===== config.mk =====
export PLATFORM = sky130hd
export DESIGN_NAME = snoop_grant_ctrl
export DESIGN_NICKNAME = d
export VERILOG_FILES = /design/src/rtl/snoop_grant_ctrl_pkg.sv /design/src/rtl/snoop_grant_ctrl_tag_decode.sv /design/src/rtl/snoop_grant_ctrl.sv
export SDC_FILE = /design/constraint.sdc
export NUM_CORES = 1
export LEC_CHECK = 0
export CAP_MARGIN = 20
export CORE_MARGIN = 2
export CORE_UTILIZATION = 46
export CTS_CLUSTER_SIZE = 8
export DETAILED_ROUTE_END_ITERATION = 6
export GPL_TIMING_DRIVEN = 0
export PLACE_DENSITY_LB_ADDON = 0.15
export SLEW_MARGIN = 20
export SYNTH_ARGS = -nofsm -noshare
export SYNTH_HDL_FRONTEND = slang
export SYNTH_SLANG_ARGS = --single-unit

===== constraint.sdc =====
create_clock -name clk -period 1.95 [get_ports clk]
set_input_delay 0.39 -clock clk [delete_from_list [all_inputs] [get_ports clk]]
set_output_delay 0.39 -clock clk [all_outputs]
set_load 0.1 [all_outputs]

===== src/rtl/snoop_grant_ctrl_pkg.sv =====
// snoop_grant_ctrl_pkg: shared FSM state encoding and width helper for the snoop grant controller
package snoop_grant_ctrl_pkg;
  typedef enum logic [1:0] {IDLE = 2'd0, HELD = 2'd1, DROP = 2'd2} state_t;
  function automatic int clog2(input int v);
    int r;
    r = 0;
    for (int i = 0; i < 32; i++) if ((1 << r) < v) r++;
    return r;
  endfunction
endpackage


===== src/rtl/snoop_grant_ctrl_tag_decode.sv =====
// snoop_grant_ctrl_tag_decode: tag to one-hot agent select, all-zero when the tag is out of range
module snoop_grant_ctrl_tag_decode #(
  parameter int N      = 4,
  parameter int TAG_SZ = 5
) (
  input  logic [TAG_SZ-1:0] tag,
  output logic [N-1:0]      oh
);
  always_comb begin
    oh = '0;
    for (int i = 0; i < N; i++) oh[i] = tag == TAG_SZ'(i);
  end
endmodule


===== src/rtl/snoop_grant_ctrl.sv =====
// snoop_grant_ctrl: acks the tag-tree winner, steers one packet to it, pulses its done on the last beat
// Optional SNOOP_GRANT_STATS_EN adds pkt_cnt/drop_cnt packet counters.
module snoop_grant_ctrl
  import snoop_grant_ctrl_pkg::*;
#(
  parameter int N          = 4,
  parameter int TAG_SZ     = 5,
  parameter int ADDR_WIDTH = 10,
  parameter int DATA_WIDTH = 32
) (
  input  logic                  clk,
  input  logic                  rst,
  input  logic [TAG_SZ-1:0]     tag,
  input  logic                  rdy,
  output logic                  ack,
  output logic                  sn_rdy,
  input  logic                  in_en,
  input  logic [ADDR_WIDTH-1:0] in_addr,
  input  logic [DATA_WIDTH-1:0] in_data,
  input  logic                  in_done,
  output logic [N-1:0]          wr_en,
  output logic [ADDR_WIDTH-1:0] wr_addr,
  output logic [DATA_WIDTH-1:0] wr_data,
  output logic [N-1:0]          done
`ifdef SNOOP_GRANT_STATS_EN
  ,
  output logic [31:0]           pkt_cnt,
  output logic [31:0]           drop_cnt
`endif
);
  if (TAG_SZ < clog2(N)) begin : g_tag_chk
    $error("snoop_grant_ctrl: TAG_SZ too narrow for N");
  end
  state_t st, nx;
  logic [TAG_SZ-1:0] sel;
  logic [N-1:0] oh;
  logic beat;
  snoop_grant_ctrl_tag_decode #(.N(N), .TAG_SZ(TAG_SZ)) u_dec (.tag(sel), .oh(oh));
  always_ff @(posedge clk) st <= rst ? IDLE : nx;
  // a beat arriving while idle has priority over a pending grant and starts a drop
  always_comb begin
    nx = st == IDLE ? (in_en ? (in_done ? IDLE : DROP) : (rdy ? HELD : IDLE))
                    : ((in_en && in_done) ? IDLE : st);
  end
  always_comb begin
    ack    = st == IDLE && rdy && !in_en;
    sn_rdy = st == HELD;
    beat   = sn_rdy && in_en;
  end
  always_ff @(posedge clk) begin
    if (rst) begin
      sel     <= '0;
      wr_en   <= '0;
      done    <= '0;
      wr_addr <= '0;
      wr_data <= '0;
    end else begin
      if (ack) sel <= tag;
      wr_en <= beat ? oh : '0;
      done  <= (beat && in_done) ? oh : '0;
      if (beat) begin
        wr_addr <= in_addr;
        wr_data <= in_data;
      end
    end
  end
  always_ff @(posedge clk)
    if (!rst && ack) assert (int'(tag) < N) else $error("snoop_grant_ctrl: tag %0d out of range", tag);
`ifdef SNOOP_GRANT_STATS_EN
  always_ff @(posedge clk) begin
    if (rst) begin
      pkt_cnt  <= '0;
      drop_cnt <= '0;
    end else if (in_en && in_done) begin
      if (st == HELD) pkt_cnt <= pkt_cnt + 32'd1;
      else drop_cnt <= drop_cnt + 32'd1;
    end
  end
`endif
endmodule

==> results.toml <==
[yosys]
ys_async_sr_fraction = 0
syn_area_per_cell_sq_um = 10.5
synthesis.nets = 287
synthCells = 235
seq_area_frac_synth = 0.461
ys.flop_type = "dfxtp_1"
synth_area_sq_mm = 0.00248
yosysWarningCount = 0
synth-edff-count = 0
yosysUniqueCellTypes = 21
synth_seq_cells = 57

[pwr]
ir_worst_vdd_mv = 0.520
total_power_w = 0.00274
p_leak_nw = 1.50
p_per_area_mw_per_mm2 = 729

[worst_setup_path]
r2r-end = "done[1]"
cp_cell_sequence = "clkdlybuf4s15_1"
r2r-start = "sel[4]"
cp_slowest_stage_delay_ns = 0.84
path_buf_inv = 1
crit_family = "buffers and inverters"
worst_ep_required_time_ns = 1.56
worstSetupPathType = "flop to output pin"
path_max_fanout = 2
ff2ff_path_depth = 2
slowest_stage = "clkdlybuf4s15_1"
critPathArrivalTime_ns = 1.52
ff2ff_setup_slack_ns = 0.73
worstSetupEndpointType = "output pin"
worstSetupStartpointType = "flop"

[hold_path]
hold_start = "wr_data[30]"
whs_path_depth = 2
hp-class = "flop to flop"
hold_end = "wr_data[30]"

[place]
port_buffers = 103
gp_congestion = 0.739
place_area_sq_mm = 0.00360
placed_cells = 408
hpwl_microns = 3910

[grt]
grt_max_degree = 11
grtUsageTotal = 0.193
grt_pass1_vias = 1949
antenna_found_initial = 0
grt-ovfl-total = 0
grt_pass1_wl_microns = 9040

[cells_and_area]
instances_no_fill = 425
fin_area_sq_mm = 0.00376
diodes = 0
fill_cells = 437
syn2layout_area_growth_pct = 51.8
drive_gt1_frac = 0.0873
final_nets = 402

[clocking]
cts_made_buffers = 9
clk_latency_ns = 0.33
htree_levels = 3
cts_hold_buf = 0
cts_buffer_depth = 2
clock-sinks = 57
cts-root-buf = "clkbuf_8"
cts_tree = "done"
cts.clk_slew.worst_paths_ns = 0.07

[floorplan]
die_w_microns = 77.4
placementRows = 26
dieHeight_microns = 77.4
core_sq_mm = 0.00514
die_area_sq_mm = 0.00599
initial_core_util = 0.482
io_pins = 104

[sta]
finalSetupViolations = 0
fin_worst_skew_ns = 0.00886
hold-worst-slack_ns = 0.470
slew-limit-headroom = 0.341
rsz0062_at_grt = "no"
period_share = 0.982
worst_pin_slew_ns = 0.993
slew_violations = 0
hold_viol = 0
tns_ns = 0
fmaxAchievable_mhz = 522
layout_min_cycle_time_ns = 1.91

[drt]
wl_microns = 5360
vias = 1952
drc_errors = 0
via_per_inst = 4.59
drtPass1Iterations = 4
routedWlPerCell_microns = 12.6
ant_nets = 0
drtIter0Drc = 43

[outcome]
status = "finished clean"

[job]
drv_cap = 0
[how the worst max path moves through the flow]
stage / from / slack (ns) / endpoint / cells after the start
floorplan: in_en / -0.10 / ack / 1
global placement: in_en / -1.17 / ack / 3
detailed placement: in_en / -1.20 / ack / 3
CTS: wr_data[22] / 0.009 / wr_data[22] / 1
global route: wr_data[21] / 0.0003 / wr_data[21] / 1
finish: wr_data[20] / 0.04 / wr_data[20] / 1
[stage by stage]
step | setup slack [ns] | util
global route | 0.000303 | 0.732
CTS | 0.00877 | 0.727
floorplan | -0.103 | -
global placement | -1.17 | 0.700
detailed placement | -1.20 | 0.700
finish | 0.0359 | 0.732
[flip-flops by register name, summed over array words and instances (netlist names)]
signal,cells
wr_addr,10
done,4
wr_data,32
st,2
wr_en,4
sel,5
[cells by family (layout without fill, tap and decap cells)]
family	Yosys count	after routing	synth area share
flip-flops	57	57	0.461
AO/OA/AOI/OAI	4	4	0.0121
AND/OR/NAND/NOR	109	109	0.288
multiplexers	47	47	0.190
buffers and inverters	18	138	0.0490
[layout by cell type (no fill, tap or decap), types with 2 or more instances in the layout]
master and count:
dlygate4sd2_1 32, dfxtp_2 2, mux2i_1 47, inv_1 2, buf_6 2, clkbuf_1 11
clkinv_2 2, nor4_1 4, nor3_1 4, dfxtp_1 55, nand2b_1 94, clkdlybuf4s15_1 19
buf_8 4, clkbuf_8 13, clkdlybuf4s50_1 50
[routing by layer]
layer | track usage | share of wire | up-vias
li1 | - | - | 1000
met1 | 0.224 | 0.44 | 878
met2 | 0.316 | 0.47 | 63
met3 | 0.0570 | 0.064 | 11
met4 | 0.111 | 0.026 | 0
met5 | 0 | 0 | -
[power by group]
part / switching (W) / internal (W)
Sequential: 0.0000202 / 0.00120
Clock: 0.000439 / 0.000596
Combinational: 0.000283 / 0.000207
Total: 0.000742 / 0.00200
[synthesized netlist by cell type (all sizes together) (2+ instances only)]
cell type,instances,area (sq um)
nand2b,94,588
dfxtp,57,1140
mux2i,47,470
clkbuf,10,37.5
buf,6,76.3
nor3,4,20.0
nor4,4,25.0
inv,2,7.51
[layout make-up]
type                    count  area [sq um]  share of cell area
multi-input cells         160          1210               0.323
flip-flops and latches     57          1140               0.304
repair buffers            104          1000               0.266
clock buffers              14           183              0.0486
plain buffers              16           114              0.0303
well taps                  70          87.6              0.0233
clock inverters             2          10.0             0.00266
inverters                   2          7.51             0.00200
[timing repair]
action | in CTS | in global routing
pin swaps | 1 | 0
buffers inserted | 1 | 0
endpoints found under the setup margin | 52 | 18
gates resized for setup | 62 | 18
Note: power is estimated with default switching activity, not from simulation.
